$ cat src/rtl/jt12_regwr.sv
`default_nettype none
// ============================================================================
// Module   : jt12_regwr
// Brief    : CPU-side write decoder for the FM register file. Latches the
//            address phase, decodes data writes into held din/ch/op plus a
//            one-hot update strobe that stays up for one full slot revolution.
// Revision : 1.0 - initial release
// ============================================================================
module jt12_regwr #(
    parameter int num_ch = 6
) (
    input  logic        clk,
    input  logic        rst,
    input  logic        clk_en,
    input  logic [7:0]  cpu_din,
    input  logic [1:0]  cpu_addr,
    input  logic        cpu_wr,
    output logic        busy,
    output logic [7:0]  din,
    output logic [2:0]  ch,
    output logic [1:0]  op,
    output logic [10:0] up,
    output logic [5:0]  latch_fnum,
    output logic        effect,
    output logic        csm,
    output logic [10:0] fnum_ch3op1,
    output logic [10:0] fnum_ch3op2,
    output logic [10:0] fnum_ch3op3,
    output logic [2:0]  block_ch3op1,
    output logic [2:0]  block_ch3op2,
    output logic [2:0]  block_ch3op3
);

    localparam logic [4:0] c_last      = 5'(4 * num_ch - 1);
    localparam bit         c_two_parts = (num_ch == 6);

    logic [7:0]  r_sel;
    logic        r_part;
    logic [4:0]  r_cnt;
    logic [5:0]  r_ch3_latch;

    logic        w_data_ok;
    logic [10:0] w_up;
    logic        w_mode;
    logic        w_latch;
    logic        w_ch3hi;
    logic        w_ch3lo;

    assign w_data_ok = cpu_wr & cpu_addr[0] & ~busy & (~r_part | c_two_parts);

    always_comb begin
        w_up    = '0;
        w_mode  = 1'b0;
        w_latch = 1'b0;
        w_ch3hi = 1'b0;
        w_ch3lo = 1'b0;
        if (w_data_ok) begin
            if (r_sel == 8'h27 && !r_part) w_mode = 1'b1;
            if (r_sel == 8'h28 && !r_part) w_up[0] = 1'b1;
            // Channel index 3 does not exist in a part; those slots are holes.
            if (r_sel[1:0] != 2'b11) begin
                case (r_sel[7:4])
                    4'h3:    w_up[4]  = 1'b1;
                    4'h4:    w_up[5]  = 1'b1;
                    4'h5:    w_up[6]  = 1'b1;
                    4'h6:    w_up[7]  = 1'b1;
                    4'h7:    w_up[8]  = 1'b1;
                    4'h8:    w_up[9]  = 1'b1;
                    4'h9:    w_up[10] = 1'b1;
                    4'hA: begin
                        case (r_sel[3:2])
                            2'b00:   w_up[2] = 1'b1;
                            2'b01:   w_latch = 1'b1;
                            2'b10:   w_ch3lo = ~r_part;
                            default: w_ch3hi = ~r_part;
                        endcase
                    end
                    4'hB: begin
                        if (r_sel[3:2] == 2'b00) w_up[1] = 1'b1;
                        if (r_sel[3:2] == 2'b01) w_up[3] = 1'b1;
                    end
                    default: ;
                endcase
            end
        end
    end

    always_ff @(posedge clk) begin
        if (rst) begin
            r_sel        <= '0;
            r_part       <= 1'b0;
            r_cnt        <= '0;
            r_ch3_latch  <= '0;
            busy         <= 1'b0;
            din          <= '0;
            ch           <= '0;
            op           <= '0;
            up           <= '0;
            latch_fnum   <= '0;
            effect       <= 1'b0;
            csm          <= 1'b0;
            fnum_ch3op1  <= '0;
            fnum_ch3op2  <= '0;
            fnum_ch3op3  <= '0;
            block_ch3op1 <= '0;
            block_ch3op2 <= '0;
            block_ch3op3 <= '0;
        end else begin
            if (cpu_wr && !cpu_addr[0]) begin
                r_sel  <= cpu_din;
                r_part <= cpu_addr[1];
            end
            // Hold the request for one visit of every ring slot.
            if (|w_up) begin
                din   <= cpu_din;
                ch    <= {r_part, r_sel[1:0]};
                op    <= r_sel[3:2];
                up    <= w_up;
                busy  <= 1'b1;
                r_cnt <= '0;
            end else if (busy && clk_en) begin
                if (r_cnt == c_last) begin
                    up    <= '0;
                    busy  <= 1'b0;
                    r_cnt <= '0;
                end else begin
                    r_cnt <= r_cnt + 5'd1;
                end
            end
            if (w_mode) begin
                effect <= |cpu_din[7:6];
                csm    <= (cpu_din[7:6] == 2'b10);
            end
            if (w_latch) latch_fnum  <= cpu_din[5:0];
            if (w_ch3hi) r_ch3_latch <= cpu_din[5:0];
            if (w_ch3lo) begin
                case (r_sel[1:0])
                    2'b01: begin
                        fnum_ch3op1  <= {r_ch3_latch[2:0], cpu_din};
                        block_ch3op1 <= r_ch3_latch[5:3];
                    end
                    2'b10: begin
                        fnum_ch3op2  <= {r_ch3_latch[2:0], cpu_din};
                        block_ch3op2 <= r_ch3_latch[5:3];
                    end
                    default: begin
                        fnum_ch3op3  <= {r_ch3_latch[2:0], cpu_din};
                        block_ch3op3 <= r_ch3_latch[5:3];
                    end
                endcase
            end
        end
    end

endmodule
`default_nettype wire
$ cat config.mk
export PLATFORM = sky130hd
export DESIGN_NAME = jt12_regwr
export DESIGN_NICKNAME = d
export VERILOG_FILES = /design/src/rtl/jt12_regwr.sv
export SDC_FILE = /design/constraint.sdc
export NUM_CORES = 1
export LEC_CHECK = 0
export CAP_MARGIN = 0
export CORE_MARGIN = 1.5
export CORE_UTILIZATION = 30
export DETAILED_ROUTE_END_ITERATION = 8
export PLACE_DENSITY = 0.59
export SETUP_SLACK_MARGIN = 0.5
export SLEW_MARGIN = 0
export SYNTH_ARGS = -nofsm -noshare
export SYNTH_HDL_FRONTEND = slang
export SYNTH_SLANG_ARGS = --single-unit
$ cat constraint.sdc
create_clock -name clk -period 2.9 [get_ports clk]
set_input_delay 0.58 -clock clk [delete_from_list [all_inputs] [get_ports clk]]
set_output_delay 0.58 -clock clk [all_outputs]
set_load 0.05 [all_outputs]
-- Yosys cells after proc, flatten, opt, wreduce, memory -nomap -nowiden
Index checks and enable logic that the tools add are counted.
- register bits: 95
- latch bits: 0
- RAM bits: 0
- memory bits (read-only): 0
- input bits: 14
- output and inout bits: 75
- word-level logic and storage cells: 95
- memories: 0
- add/sub/neg operators: 1
- $mul: 0
- divide/modulo/power cells: 0
- order comparisons: 0
- eq/ne operators: 18
- shifts and indexed selects: 0
- muxes and demuxes: 35
- bitwise gates (word level): 5
- reduce and logical (&&, ||, !) cells: 18
- operators with widths (kind ; count):
    $mux 11 ; 4
    $mux 1 ; 29
    $eq 4x3->1 const B ; 4
    $eq 4x4->1 const B ; 4
    $eq 8x6->1 const B ; 2
    $reduce_or 12->1 ; 1
    $reduce_or 11->1 ; 1
    $mux 10 ; 1
    $reduce_and 2->1 ; 4
    $eq 2x2->1 const B ; 3
    $add 5x1->5 const B ; 1
    $eq 5x5->1 const B ; 1
    $mux 5 ; 1
    $eq 2x1->1 const B ; 2
    $eq 4x2->1 const B ; 1
    $logic_and 1x1->1 ; 4
    $reduce_bool 2->1 ; 2
    $reduce_or 2->1 ; 2
    $not 1->1 ; 3
    $reduce_or 3->1 ; 1
    $and 1x1->1 ; 2
    $logic_not 1->1 ; 2
    $logic_not 2->1 ; 1
    $ne 2x2->1 const B ; 1

-- Depth between registers and ports, before layout
Gate-level depths: netlist of run 1.
- depth after elaboration: 8
- gate-level depth with buffers: 8
- mapped depth without buffers: 6

-- Worst setup path after synthesis of run 1
OpenSTA, ideal clock, no wires.
- path kind: register to register
- from: reg busy
- to: reg ch[2]
- library setup time: 72 ps
- arrival: 1953 ps
- required time: 2828 ps
- path slack: 875 ps
- stages on the path, launching flop included: 7
- buffers on the path: 1
- clock period less this slack: 2025 ps
- cells stage by stage: dfxtp_1 -> nand4bb_4 -> or4_4 -> o21ai_2 -> a211oi_2 -> buf_6 -> mux2i_1
- word-level cells in the longest chain between the ends: 4
- ends and longest elaborated chain (element ; line ; text):
    start, declared ; 18 ; output logic busy,
    start signal, assigned ; 94 ; busy <= 1'b0;
    start signal, assigned ; 119 ; busy <= 1'b1;
    start signal, assigned ; 124 ; busy <= 1'b0;
    $not 1->1 ; 49 ; assign w_data_ok = cpu_wr & cpu_addr[0] & ~busy & (~r_part | c_two_parts);
    $and 1x1->1 ; 49 ;
    $mux 11 ; 57 ; if (w_data_ok) begin
    $reduce_or 11->1 ; 114 ; if (|w_up) begin
    end signal, assigned ; 116 ; ch <= {r_part, r_sel[1:0]};
    end, declared ; 20 ; output logic [2:0] ch,
No other way between the ends.
A chain may end at the register's enable or synchronous reset.

-- Final worst setup path of run 1
- from: in cpu_addr[0]
- to: reg up[5]
- word-level cells in the longest chain between the ends: 6
- elaborated cells on any way between the ends: 8
- classes of those cells: 2 x mux; 2 x bitwise; 4 x reduce/logical
- ends and longest elaborated chain (element ; line ; text):
    start, declared ; 16 ; input logic [1:0] cpu_addr,
    $and 1x1->1 (*) (2 in a row) ; 49 ;
    $mux 11 (*) ; 57 ;
    $reduce_or 11->1 ; 114 ;
    $reduce_bool 2->1 (no source line) ; -- ;
    $reduce_and 2->1 (no source line) ; -- ;
    end signal, assigned ; 118 ; up <= w_up;
    end, declared ; 22 ; output logic [10:0] up,
Every way passes the cells marked *; elsewhere a longest branch is shown, timed or not.

==> impl_metrics.toml, run 1 <==
[status]
status = "finished clean"

[worst_setup_path]
startpoint_type = "primary input"
crit_required_ps = 3140
cp-end-kind = "flop"
reg2regPathDepth = 7
path_max_fanout = 12
arrival_ps = 2540
path_class = "in -> reg"

[layout]
n_antenna_cell = 0
ff_latch_area_um2 = 1902
nets = 485
fin_util_pct = 42.74
area_growth_pct = 37.05
multi_input_area_um2 = 1788
fillers = 1205
drive_gt1_share_pct = 8.068

[timing]
slew_violations = 0
min_period_ps = 2299
finalWorstSetupSlack_ps = 601.4
period_share_pct = 79.26
rsz0062_at_grt = "false"
finalClockSkew_ps = 6.878
slew_headroom_pct = 57.15
fmax_ghz = 0.4350
finalSetupViolations = 0
setup-tns-final_ps = 0
finalHoldViolations = 0
worstMarginPinSlew_ps = 641.5

[cts]
cts-buffers-inserted = 9
root_buffer = "clkbuf_16"
cts_num_sinks = 95
path_clk_slew_ps = 70
ctsHoldBuffers = 0
clockBufferDepth = 2
clock_latency_ps = 340
cts_tree = "built"
htree_levels = 3

[global_route]
grt_overflow = 0
gr-usage-all-layers_pct = 15.32
grt_pass1_vias = 2890
grt_pass1_wl_um = 15460
antenna_found_initial = 0
grt_max_degree = 67

[floorplan]
dieArea_um2 = 13330
die_h_um = 115.4
io_pins = 89
core_um2 = 12160
num_rows = 40
fp.dieW_um = 115.4
initial_core_util_pct = 31.18

[routing]
vias_per_cell = 4.657
vias = 2976
wl_per_cell_um = 15.24
wirelength_um = 9736
drc = 0
drtAntennaViolNets = 0
drt-initial-drc-count = 146
dr.pass1.iters = 4

[power_and_ir_drop]
p_leak_uw = 0.002100
powerDensity_nw_per_um2 = 534.4
peakVddDrop_uv = 360.5

[synth]
ys_types = 44
synth.area.top_cells = "dfxtp_1 (50%), mux2i_1 (16%), nor2_1 (5.3%)"
syn_area_um2 = 3792
synth_edf_count = 0
syn-num-nets = 400
syn_inst = 381
yosys_warnings = 0
async_reset_ff_share_pct = 0
synth_top_cell_by_area = "dfxtp_1"
ys_seq_elements = 95
synth_top_flop_cell = "dfxtp_1"
ys_seq_area_share_pct = 50.15
syn_area_per_cell_um2 = 9.954
yosysTopAreaCellShare_pct = 50.15

[placed_design]
gp_congestion = 0.7310
place_hpwl_um = 6728
dpl_worst_slack_ps = 161.4
place.port_buffers = 88

[hold_path]
min_path_cells = 2
hp-class = "reg -> reg"

[job]
drv_cap = 0
## worst paths after layout
kind / from / to / slack (ps)
max reg2reg: r_sel[0] / up[5] / 750
min: csm / csm / 460
max: cpu_addr[0] / up[5] / 600
min reg2reg: csm / csm / 460
## what timing repair did
| item | in CTS | in global routing |
|---|---|---|
| buffers inserted | 0 | 0 |
| gates resized for setup | 0 | 4 |
| endpoints found under the hold margin | 0 | 0 |
| endpoints found under the setup margin | 0 | 43 |
## cells in the final DEF (no fill, tap or decap), drive strengths merged, types with 2 or more instances in the layout
master,count
dfxtp,95
clkdlybuf4s50,86
mux2i,61
nor2,55
nand2,31
nand2b,27
a21oi,21
clkbuf,10
nand3,10
buf,10
nor3,7
a22o,5
a32o,5
ha,5
nor3b,5
and2,3
nor2b,3
inv,3
nand4,2
or4,2
and4b,2
xor2,2
bufinv,2
o21ai,2
clkinv,2
## where the power goes
| part | leakage [uW] | switching (uW) | internal (uW) |
|---|---|---|---|
| Clock | 0.000161 | 516 | 785 |
| Sequential | 0.000766 | 13.4 | 1310 |
| Combinational | 0.00117 | 94.4 | 54.0 |
## per-layer routing
metal / vias to the layer above / wire [um] / GRT usage, %
met5: - / 0 / 0
met2: 77 / 4358 / 23.71
met1: 1411 / 4525 / 19.28
li1: 1480 / - / -
met3: 8 / 739 / 6.485
met4: 0 / 114 / 5.103
## cells in the mapped netlist, types with 2 or more instances
cell      instances
nor3_1            6
buf_4             2
nor3b_1           4
buf_2             5
clkbuf_1         13
inv_1             2
a21oi_1          20
or4_4             2
nand2b_1         27
a22o_1            5
and4b_1           2
xor2_1            2
mux2i_1          61
nand3_2           2
nor2b_1           3
nand3_1           8
a32o_1            5
nor2_1           54
buf_6             2
ha_1              5
nand4_1           2
nand2_1          31
and2_1            3
dfxtp_1          95
## sequential cells by signal (all words and copies together) (netlist names), 5 cells and up
signal,flops
fnum_ch3op3,11
up,11
r_ch3_latch,6
fnum_ch3op2,11
din,8
fnum_ch3op1,11
latch_fnum,6
r_cnt,5
r_sel,8
## cell families after synthesis
kind of cell	synth area share, %
flops	50.15
mux	16.10
fa+ha+maj	1.650
buf+inv	3.233
simple gates	21.35
xor+xnor	0.6930
compound gates	6.830
## final cells by class
cell class / count / area share [%]
Clock buffer: 10 / 4.598
Clock inverter: 6 / 1.781
Inverter: 2 / 0.1444
Multi-Input combinational cell: 261 / 34.40
Sequential cell: 95 / 36.59
Tap cell: 168 / 4.044
Timing Repair Buffer: 97 / 18.44
## through the flow
step | hold WS, ps | instances | instance area (um2) | total power [uW]
after detailed placement | 444.4 | 623 | 4843 | 1505
after CTS | 458.2 | 639 | 5175 | 2813
after global routing | 471.0 | 639 | 5197 | 2881
after floorplan | 475.3 | 381 | 3792 | 1440
final | 455.3 | 639 | 5197 | 2778
after global placement | 438.6 | 623 | 4843 | 1504
## critical path, cell delays in order
cell	delay, ps
clkdlybuf4s50_1	580
nand4bb_4	190
or4_4	510
a21oi_2	190
nor3_1	70
buf_4	180
a22o_1	230
Power figures use the tool's default switching activity.
==> inputs of run 2 (changes only) <==
--- a/config.mk
+++ b/config.mk
@@ -9,7 +9,7 @@
 export CORE_MARGIN = 1.5
 export CORE_UTILIZATION = 30
 export DETAILED_ROUTE_END_ITERATION = 8
-export PLACE_DENSITY = 0.59
+export PLACE_DENSITY = 0.61
 export SETUP_SLACK_MARGIN = 0.5
 export SLEW_MARGIN = 0
 export SYNTH_ARGS = -nofsm -noshare
==> constraint.sdc (replaced) <==
create_clock -name clk -period 1.9 [get_ports clk]
set_input_delay 0.38 -clock clk [delete_from_list [all_inputs] [get_ports clk]]
set_output_delay 0.38 -clock clk [all_outputs]
set_load 0.05 [all_outputs]
==> impl_metrics.toml, run 2 (synthesis gave the netlist of run 1 again) <==
[global_route]
gr-usage-all-layers_pct = 16.70
grt_max_degree = 102
grt_pass1_wl_um = 16780
antenna_found_initial = 0
grt_overflow = 0
grt_pass1_vias = 3128

[timing]
slew_headroom_pct = 64.04
finalHoldViolations = 0
slew_violations = 0
period_share_pct = 97.76
finalSetupViolations = 0
finalClockSkew_ps = 8.338
rsz0062_at_grt = "true"
fmax_ghz = 0.5384
whs_ps = 434.4
min_period_ps = 1857
worstMarginPinSlew_ps = 537.7

[cts]
cts-buffers-inserted = 9
cts_tree = "built"
cts_num_sinks = 95
ctsHoldBuffers = 0
htree_levels = 3
root_buffer = "clkbuf_16"
clockBufferDepth = 2
path_clk_slew_ps = 70
clock_latency_ps = 340

[layout]
area_growth_pct = 45.27
drive_gt1_share_pct = 36.18
n_antenna_cell = 0
nets = 517
mostFrequentLayoutCells = "dfxtp_1 (87), buf_4 (68), mux2i_1 (59)"
layout_commonest_cell = "dfxtp_1"
fin_cells = 671

[power_and_ir_drop]
p_leak_uw = 0.002465
peakVddDrop_uv = 524.5
power.total_uw = 4117
powerDensity_nw_per_um2 = 747.4

[worst_setup_path]
startpoint_type = "flop"
path_max_fanout = 6
path_class = "reg -> reg"
crit_required_ps = 2140
cp-end-kind = "flop"
arrival_ps = 2090

[routing]
drt-initial-drc-count = 178
drtAntennaViolNets = 0
vias = 3143
wl_per_cell_um = 16.14
wirelength_um = 10830
dr.pass1.iters = 4
drc = 0
vias_per_cell = 4.684

[floorplan]
fp.dieW_um = 115.4
die_h_um = 115.4
core_um2 = 12160
num_rows = 40
io_pins = 89
dieArea_um2 = 13330
initial_core_util_pct = 31.18

[placed_design]
dp_cells = 641
place.port_buffers = 88
gp_congestion = 0.7786
place_hpwl_um = 6921

[job]
drv_cap = 0

[hold_path]
hp-class = "in -> reg"

[status]
status = "finished clean"
-- run 2: cell types whose count changed in the layout (fill, tap and decap cells not counted), sizes merged --
cell / previous run / this run
clkdlybuf4s50: 86 / 10
clkinv: 2 / 5
dlymetal6s2s: 1 / 0
clkinvlp: 1 / 0
nor3: 7 / 8
dlygate4sd2: 0 / 2
buf: 10 / 115
bufinv: 2 / 1
-- run 2: metal layers --
metal	track usage [%]	wire (um)	vias to the layer above
met3	5.858	828	12
met4	5.926	164	0
met2	27.22	5092	95
met5	0	0	-
met1	20.50	4745	1487
li1	-	-	1549
-- run 2: layout make-up --
cell class	instances	area [um2]
flip-flops and latches	95	1924
well taps	168	210.2
clock inverters	7	71.32
repair buffers	128	1054
clock buffers	9	225.2
multi-input cells	262	2017
fillers	1190	6653
inverters	2	7.507
-- run 2: path summary, 6_finish.rpt --
kind	cells after the start	slack, ps	startpoint	endpoint
worst max register to register	6	40	r_sel[0]	up[7]
worst min-delay path	3	430	rst	r_cnt[3]
worst max-delay path	6	40	r_sel[0]	up[7]
worst min register to register	1	450	up[0]	up[0]
-- run 2: what timing repair did --
action,4_1_cts,5_1_grt
endpoints found under the hold margin,0,0
setup buffers,10,2
pin swaps,20,4
setup endpoints to repair,119,87
gates resized for setup,208,18
gates cloned,2,0
-- run 2: per-stage QoR --
stage	cell area, um2	setup slack, ps	utilization, %	setup TNS (ps)
3_3_place_gp	5005	-366.0	41.15	-24920
5_1_grt	5509	-8.844	45.30	-15.55
4_1_cts	5419	61.66	44.56	0
3_5_place_dp	5005	-378.0	41.15	-23340
2_1_floorplan	3892	49.66	-	0
6_report	5509	42.52	45.30	0
-- run 2: power by group --
part	internal [uW]	switching [uW]
clock network	1020	780
logic	120	172
registers	2000	20.7
total	3140	972
-- run 2: worst max-delay path: stages (launching register included) --
cell	delay, ps
dfxtp_4	350
ha_4	150
nand4bb_4	220
or4_4	450
a21oi_4	240
nor3_4	80
a22o_1	250
